[config.mk]
export PLATFORM = sky130hd
export DESIGN_NAME = card_blitter
export DESIGN_NICKNAME = d
export VERILOG_FILES = /design/src/rtl/card_pkg.sv /design/src/rtl/blit_coord_pipe.sv /design/src/rtl/card_blitter.sv
export SDC_FILE = /design/constraint.sdc
export NUM_CORES = 1
export LEC_CHECK = 0
export BUFFER_PORTS_ARGS = -buffer_cell sky130_fd_sc_hd__buf_2
export CAP_MARGIN = 40
export CORE_MARGIN = 1.5
export CORE_UTILIZATION = 40
export CTS_BUF_LIST = sky130_fd_sc_hd__clkbuf_2
export CTS_CLUSTER_DIAMETER = 40
export CTS_CLUSTER_SIZE = 20
export DETAILED_ROUTE_END_ITERATION = 8
export GPL_ROUTABILITY_DRIVEN = 0
export HOLD_SLACK_MARGIN = 0.05
export SKIP_LAST_GASP = 1
export SYNTH_ARGS = -nofsm -noshare
export SYNTH_HDL_FRONTEND = slang
export SYNTH_HIERARCHICAL = 1
export SYNTH_SLANG_ARGS = --single-unit
[constraint.sdc]
create_clock -name clock -period 5.05 [get_ports clock]
set_input_delay 1.01 -clock clock [delete_from_list [all_inputs] [get_ports clock]]
set_output_delay 1.01 -clock clock [all_outputs]
set_load 0.02 [all_outputs]
[src/rtl/card_pkg.sv]
// card_pkg: shared constants, types and FSM states for the card blitter.
package card_pkg;
    localparam int CARD_W = 16;
    localparam int CARD_H = 32;
    localparam int SCREEN_W = 256;
    localparam int SCREEN_H = 240;
    localparam logic [2:0] TRANSPARENT = 3'b000;
    typedef logic [2:0] pixel_t;
    typedef logic [8:0] card_addr_t;
    typedef logic [15:0] fb_addr_t;
    typedef enum logic [1:0] {IDLE, FETCH, DRAIN, DONE} blit_state_t;
endpackage

[src/rtl/blit_coord_pipe.sv]
// blit_coord_pipe: aligns card coordinates with read data, clips and registers the frame-buffer write.
module blit_coord_pipe
    import card_pkg::*;
#(
    parameter int CW = 4,
    parameter int SW = 256,
    parameter int SH = 240,
    parameter pixel_t TR = 3'b000
) (
    input  logic       clock,
    input  logic       reset_n,
    input  logic       re,
    input  card_addr_t addr,
    input  logic [7:0] x0,
    input  logic [7:0] y0,
    input  pixel_t     pix,
    output logic       fb_we,
    output fb_addr_t   fb_addr,
    output pixel_t     fb_data
);
    logic          v;
    logic [CW-1:0] col;
    logic [8-CW:0] row;
    logic [8:0]    sx, sy;
    // 9-bit sums so an overflow past the edge is clipped rather than wrapped
    assign sx = {1'b0, x0} + 9'(col);
    assign sy = {1'b0, y0} + 9'(row);
    always_ff @(posedge clock or negedge reset_n) begin
        if (!reset_n) begin
            v <= 1'b0;
            col <= '0;
            row <= '0;
            fb_we <= 1'b0;
            fb_addr <= '0;
            fb_data <= '0;
        end else begin
            v <= re;
            col <= addr[CW-1:0];
            row <= addr[8:CW];
            fb_we <= v && ({1'b0, sx} < 10'(SW)) && ({1'b0, sy} < 10'(SH)) && pix != TR;
            fb_addr <= {sy[7:0], sx[7:0]};
            fb_data <= pix;
        end
    end
endmodule

[src/rtl/card_blitter.sv]
// card_blitter: copies a card bitmap into the frame buffer with clipping and transparency.
module card_blitter
    import card_pkg::*;
#(
    parameter int CARD_W = card_pkg::CARD_W,
    parameter int CARD_H = card_pkg::CARD_H,
    parameter int SCREEN_W = card_pkg::SCREEN_W,
    parameter int SCREEN_H = card_pkg::SCREEN_H,
    parameter pixel_t TRANSPARENT = card_pkg::TRANSPARENT
) (
    input  logic        clock,
    input  logic        reset_n,
    input  logic        start,
    input  logic [7:0]  xPos,
    input  logic [7:0]  yPos,
    output logic        cardRE,
    output logic [8:0]  cardAddr,
    input  logic [2:0]  cardData,
    output logic        fbWE,
    output logic [15:0] fbAddr,
    output logic [2:0]  fbData,
    output logic        busy,
    output logic        done
);
    localparam card_addr_t LAST = card_addr_t'(CARD_W * CARD_H - 1);
    blit_state_t state;
    card_addr_t  k;
    logic [7:0]  x0, y0;
    assign cardRE = state == FETCH;
    assign cardAddr = k;
    assign busy = state == FETCH || state == DRAIN;
    assign done = state == DONE;
    // k doubles as the drain counter and is cleared in DONE so IDLE always shows address 0
    always_ff @(posedge clock or negedge reset_n) begin
        if (!reset_n) begin
            state <= IDLE;
            k <= '0;
            x0 <= '0;
            y0 <= '0;
        end else begin
            case (state)
                IDLE: if (start) begin
                    state <= FETCH;
                    k <= '0;
                    x0 <= xPos;
                    y0 <= yPos;
                end
                FETCH: begin
                    k <= k + 1'b1;
                    state <= k == LAST ? DRAIN : FETCH;
                end
                DRAIN: begin
                    k <= k + 1'b1;
                    state <= k[0] ? DONE : DRAIN;
                end
                default: begin
                    k <= '0;
                    state <= IDLE;
                end
            endcase
        end
    end
    blit_coord_pipe #(
        .CW($clog2(CARD_W)),
        .SW(SCREEN_W),
        .SH(SCREEN_H),
        .TR(TRANSPARENT)
    ) u_pipe (
        .clock(clock),
        .reset_n(reset_n),
        .re(cardRE),
        .addr(k),
        .x0(x0),
        .y0(y0),
        .pix(cardData),
        .fb_we(fbWE),
        .fb_addr(fbAddr),
        .fb_data(fbData)
    );
endmodule

==> results of run 1 <==
cell families after synthesis:
logic type      Yosys count
mux                      17
flops                    57
xor+xnor                 11
compound gates           36
fa+ha+maj                18
simple gates             52
buf+inv                   9
area by class of cell:
type	count	area, um2
Sequential cell	57	1430
Timing Repair Buffer	54	273
Tap cell	75	93.8
Multi-Input combinational cell	134	1050
Clock inverter	5	46.3
Clock buffer	11	55.1
Fill cell	566	3020
Inverter	6	22.5
worst register-to-register path, delay by kind of cell (launching register included):
kind	cells	cell delay, ps
fa+ha+maj	2	640
compound gates	4	970
flops	1	410
path summary, 6_finish.rpt:
path                                         start                      endpoint  slack (ps)  cells past startpoint
hold / removal             cardAddr[8]$_DFFE_PN0P_       u_pipe/row[4]$_DFF_PN0_         470                      0
max in group asynchronous                  reset_n  u_pipe/fb_addr[11]$_DFF_PN0_        3900                      2
setup / recovery              state[1]$_DFFE_PN0P_                          busy        2400                      3
setup reg to reg                 x0[0]$_DFFE_PN0P_        u_pipe/fb_we$_DFF_PN0_        2960                      6
min in group asynchronous                  reset_n   u_pipe/fb_data[2]$_DFF_PN0_         660                      2
hold reg to reg            cardAddr[8]$_DFFE_PN0P_       u_pipe/row[4]$_DFF_PN0_         470                      0
power groups by stage:
stage | registers (mW) | clock network, mW | logic [mW]
final | 0.458 | 0.268 | 0.0219
after global routing | 0.459 | 0.300 | 0.0255
after CTS | 0.458 | 0.279 | 0.0233
after detailed placement | 0.467 | 0 | 0.0233
after global placement | 0.467 | 0 | 0.0233
after floorplan | 0.469 | 0 | 0.000995
cell usage in the layout (no fill, tap or decap), types with 8 or more instances in the layout:
| cell type | instances |
|---|---|
| buf_2 | 53 |
| clkbuf_2 | 11 |
| dfrtp_1 | 57 |
| ha_1 | 16 |
| mux2_2 | 16 |
| nand2_1 | 19 |
| nand3_1 | 8 |
| nor2_1 | 9 |
state kept, by name, summed over array words and instances (netlist names):
name,count
u_pipe/row,5
y0,8
x0,8
u_pipe/v,1
u_pipe/fb_data,3
state,2
u_pipe/fb_addr,16
u_pipe/fb_we,1
cardAddr,9
u_pipe/col,4
layer usage:
metal / track usage [%] / vias up / part of all wire [%] / routed length [um]
met5: 0 / - / 0 / 0
met4: 7.80 / 0 / 1.2 / 53
met3: 5.16 / 7 / 6.4 / 284
met2: 22.5 / 51 / 46 / 2030
met1: 18.5 / 827 / 47 / 2090
li1: - / 843 / - / -
==> impl_metrics.env, run 1 <==
export IMPL_tns_ps=0
export IMPL_cts_path_max_buffers=2
export IMPL_synth_top_area_share_pct=56.5
export IMPL_wire_per_inst_um=13.0
export IMPL_synthAdderAreaFrac_pct=9.52
export IMPL_slowest_delay_ps=460
export IMPL_p_comb_share_pct=2.9
export IMPL_tightest_slew_ps=778
export IMPL_clockRootBuffer="clkbuf_2"
export IMPL_power_internal_mw=0.579
export IMPL_antenna_found_initial=0
export IMPL_synth_warnings=6
export IMPL_finalNetCount=302
export IMPL_power_mw=0.748
export IMPL_synth_async_reset_ratio_pct=100
export IMPL_yosysMostFrequentCell="dfrtp_1"
export IMPL_path_buf_inv=2
export IMPL_power_leakage_nw=1.55
export IMPL_fp_dieH_um=82.4
export IMPL_stdcell_area_um2=2970
export IMPL_ys_ff_latch=57
export IMPL_ios=54
export IMPL_synthFlopType="dfrtp_1"
export IMPL_cts_sinks=57
export IMPL_vdd_drop_max_mv=0.107
export IMPL_ant_nets=0
export IMPL_yosys_top_cells_count="57 x dfrtp_1, 19 x nand2_1, 16 x ha_1, 16 x mux2_2, 9 x nor2_1"
export IMPL_worstPathArrival_ps=1640
export IMPL_io_buffers=53
export IMPL_die_area_um2=6790
export IMPL_setup_violations_final=0
export IMPL_grt_max_degree=58
export IMPL_syn_to_final_growth_pct=17.7
export IMPL_yosys_area_share_simple_pct=10.0
export IMPL_hold_violations=0
export IMPL_num_vias=1728
export IMPL_synth_xor_area_share_pct=3.82
export IMPL_clock_latency_ps=440
export IMPL_drive_gt1_share_pct=33.3
export IMPL_synth_top_cell_by_area="dfrtp_1"
export IMPL_cap_viol_max_count=0
export IMPL_cts_tree="yes"
export IMPL_utilization_pct=49.6
export IMPL_synth_edff_count=0
export IMPL_synth_compound_area_share_pct=10.9
export IMPL_clkTransAtPathRegs_ps=140
export IMPL_overflow=0
export IMPL_critical_path_max_fanout=8
export IMPL_start_kind="flip-flop"
export IMPL_die_w_um=82.4
export IMPL_power_switching_share_pct=22.5
export IMPL_fin_crit_ps=2650
export IMPL_rows=28
export IMPL_vias_per_cell=5.05
export IMPL_cp_end_kind="output port"
export IMPL_cts_hold_buf=0
export IMPL_core_area_um2=5990
export IMPL_hp_class="reg2reg"
export IMPL_period_share_pct=52.5
export IMPL_drc_errors=0
export IMPL_drtIter0Drc=59
export IMPL_synth_top_family_by_area="compound AO/OA/AOI/OAI gates"
export IMPL_fin_ws_ps=2400
export IMPL_preCtsSetupSlack_ps=2780
export IMPL_ys_seq_area_share_pct=56.5
export IMPL_p_seq_share_pct=61.3
export IMPL_start_util_pct=42.1
export IMPL_post_cts_buffers=0
export IMPL_hpwlAfterDp_um=3130
export IMPL_syn_inst=200
export IMPL_syn_avg_cell_area_um2=12.6
export IMPL_first_pass_iters=4
export IMPL_status="finished clean"
export IMPL_place_inst=326
export IMPL_grt_pass1_vias=1626
export IMPL_rsz0062_at_grt="no"
export IMPL_place_area_um2=2870
export IMPL_p_sw_mw=0.168
export IMPL_synth_area_top_cells="dfrtp_1 57%, ha_1 7.9%, mux2_2 7.1%"
export IMPL_syn_nets=240
export IMPL_finClkSkew_ps=20.5
export IMPL_clkPwrFrac_pct=35.8
export IMPL_slew_violations=0
export IMPL_totalWireLength_um=4460
export IMPL_timing_fmax_mhz=377
export IMPL_synth_distinct_cells=44
export IMPL_p_per_area_nw_per_um2=252
export IMPL_ctsResizeCount=0
export IMPL_htreeDepth=3
export IMPL_syn_area_um2=2520
export IMPL_critical_path_class="reg2out"
export IMPL_track_usage_pct=14.8
export IMPL_required_ps=4040
export IMPL_grt_pass1_wl_um=7270
export IMPL_hold_ws_ps=473
export IMPL_synth_mux_area_share_pct=7.54
export IMPL_relSlewSlack_pct=48.0
export IMPL_slowest_stage="dfrtp_1"
export IMPL_crit_family="flip-flops"
export IMPL_final_cells=342
export IMPL_path_cells="inv_1 -> ha_1 -> buf_2"
export IMPL_n_antenna_cell=0
export IMPL_numCtsBuffers=9
(Power assumes the default switching activity.)
==> run 2: changes to the inputs <==
clock period = 2.7 ns   (was 5.05 ns; I/O delays follow)
==> run 2 against run 1 <==
Net effect: non-clock buffer count grew 3; clock skew is 7.9 ps lower; sequential power up 87%; clock power increased by 89%; critical path depth stayed put; critical path type unchanged; die area is the same; total power up 88%; sequential share of layout area shrank 0.48 points.
==> impl_metrics.env, run 2 (same netlist as run 1, synthesis figures left out) <==
export IMPL_numCtsBuffers=9
export IMPL_critical_path_max_fanout=8
export IMPL_cp_end_kind="output port"
export IMPL_clkPwrFrac_pct=36.1
export IMPL_track_usage_pct=15.3
export IMPL_crit_family="flip-flops"
export IMPL_vdd_drop_max_mv=0.240
export IMPL_start_util_pct=42.1
export IMPL_grt_pass1_wl_um=7560
export IMPL_path_buf_inv=2
export IMPL_place_area_um2=2890
export IMPL_fin_ws_ps=453
export IMPL_status="finished clean"
export IMPL_n_antenna_cell=0
export IMPL_cts_path_max_buffers=2
export IMPL_first_pass_iters=4
export IMPL_largest_register_ffs=16
export IMPL_clkTransAtPathRegs_ps=150
export IMPL_stdcell_area_um2=3000
export IMPL_fillerInstances=551
export IMPL_fin_crit_ps=2250
export IMPL_finalNetCount=305
export IMPL_power_internal_mw=1.08
export IMPL_fp_dieH_um=82.4
export IMPL_power_leakage_nw=1.56
export IMPL_htreeDepth=3
export IMPL_grt_pass1_vias=1659
export IMPL_ctsResizeCount=0
export IMPL_power_switching_share_pct=23.4
export IMPL_setup_violations_final=0
export IMPL_drtIter0Drc=56
export IMPL_cts_tree="yes"
export IMPL_vias_per_cell=4.94
export IMPL_wire_per_inst_um=13.2
export IMPL_ios=54
export IMPL_antenna_found_initial=0
export IMPL_clock_latency_ps=470
export IMPL_slowest_stage="dfrtp_1"
export IMPL_worstPathArrival_ps=1710
export IMPL_drive_gt1_share_pct=34.4
export IMPL_die_w_um=82.4
export IMPL_tns_ps=0
export IMPL_cts_sinks=57
export IMPL_clockRootBuffer="clkbuf_2"
export IMPL_critical_path_class="reg2out"
export IMPL_rsz0062_at_grt="no"
export IMPL_drc_errors=0
export IMPL_hp_class="in2reg"
export IMPL_path_cells="inv_1 -> ha_1 -> buf_2"
export IMPL_relSlewSlack_pct=65.8
export IMPL_die_area_um2=6790
export IMPL_preCtsSetupSlack_ps=724
export IMPL_largest_register="u_pipe/fb_addr"
export IMPL_io_buffers=53
export IMPL_grt_max_degree=25
export IMPL_num_vias=1706
export IMPL_syn_to_final_growth_pct=18.9
export IMPL_hpwlAfterDp_um=3270
export IMPL_tightest_slew_ps=513
export IMPL_cap_viol_max_count=0
export IMPL_hold_violations=0
export IMPL_finClkSkew_ps=12.7
export IMPL_required_ps=2160
export IMPL_timing_fmax_mhz=445
export IMPL_ant_nets=0
export IMPL_overflow=0
export IMPL_mostFrequentLayoutCell="dfrtp_1"
export IMPL_utilization_pct=50.1
export IMPL_slew_violations=0
export IMPL_totalWireLength_um=4550
export IMPL_start_kind="flip-flop"
export IMPL_rows=28
export IMPL_p_sw_mw=0.330
export IMPL_post_cts_buffers=0
export IMPL_p_seq_share_pct=60.9
export IMPL_p_comb_share_pct=3.0
export IMPL_period_share_pct=83.2
export IMPL_core_area_um2=5990
export IMPL_p_per_area_nw_per_um2=469
export IMPL_power_mw=1.41
export IMPL_slowest_delay_ps=490
export IMPL_final_cell_mix="57 x dfrtp_1, 53 x buf_2, 19 x nand2_1"
==> run 2: changes by cell type in the layout (fill, tap and decap cells not counted) <==
cell,previous run,this run
clkinv_2,1,4
clkbuf_2,11,9
buf_4,1,3
clkinv_1,3,1
clkinvlp_4,0,1
dlygate4sd3_1,0,1
==> run 2: timing repair <==
item,in CTS,in global routing
hold endpoints to repair,22,0
hold buffers,1,0
endpoints found under the setup margin,0,0
==> run 2: final cells by class <==
class	count	area [um2]	share of cell area, %
Sequential cell	57	1430	47.5
Multi-Input combinational cell	134	1050	35.1
Timing Repair Buffer	57	298	9.92
Tap cell	75	93.8	3.13
Clock inverter	7	61.3	2.04
Clock buffer	9	45.0	1.50
Inverter	6	22.5	0.750
==> run 2: power groups by stage <==
stage               clock network (mW)  registers (mW)  logic (mW)
floorplan                            0           0.877     0.00186
global placement                     0           0.873      0.0430
detailed placement                   0           0.873      0.0436
CTS                              0.533           0.858      0.0448
global route                     0.569           0.859      0.0495
finish                           0.507           0.857      0.0426
==> run 2: metal layers <==
metal / GRT usage [%] / up-vias / wire length (um)
met5: 0 / - / 0
met4: 8.64 / 0 / 106
met1: 19.0 / 797 / 2100
met2: 23.5 / 53 / 2030
met3: 4.51 / 12 / 314
li1: - / 844 / -
==> run 2: worst reg2reg max path, delay by kind of cell, from the launching register on <==
family	cells	cell delay, ps
adder cells (fa/ha/maj)	2	630
flip-flops	1	410
AO/OA/AOI/OAI	4	870
==> run 2: worst paths after layout <==
kind / startpoint / to / slack, ps / cells past startpoint
setup / recovery: state[0]$_DFFE_PN0P_ / busy / 450 / 3
hold / removal: cardData[1] / u_pipe/fb_data[1]$_DFF_PN0_ / 170 / 1
min in group asynchronous: reset_n / x0[5]$_DFFE_PN0P_ / 560 / 2
max in group asynchronous: reset_n / y0[2]$_DFFE_PN0P_ / 1490 / 3
setup reg to reg: x0[0]$_DFFE_PN0P_ / u_pipe/fb_we$_DFF_PN0_ / 690 / 6
hold reg to reg: cardAddr[8]$_DFFE_PN0P_ / u_pipe/row[4]$_DFF_PN0_ / 480 / 0
==> run 2: through the flow <==
stage,cells,hold slack (ps)
after global routing,345,115
after global placement,328,444
after CTS,345,118
after detailed placement,328,442
after floorplan,200,244
final,345,172
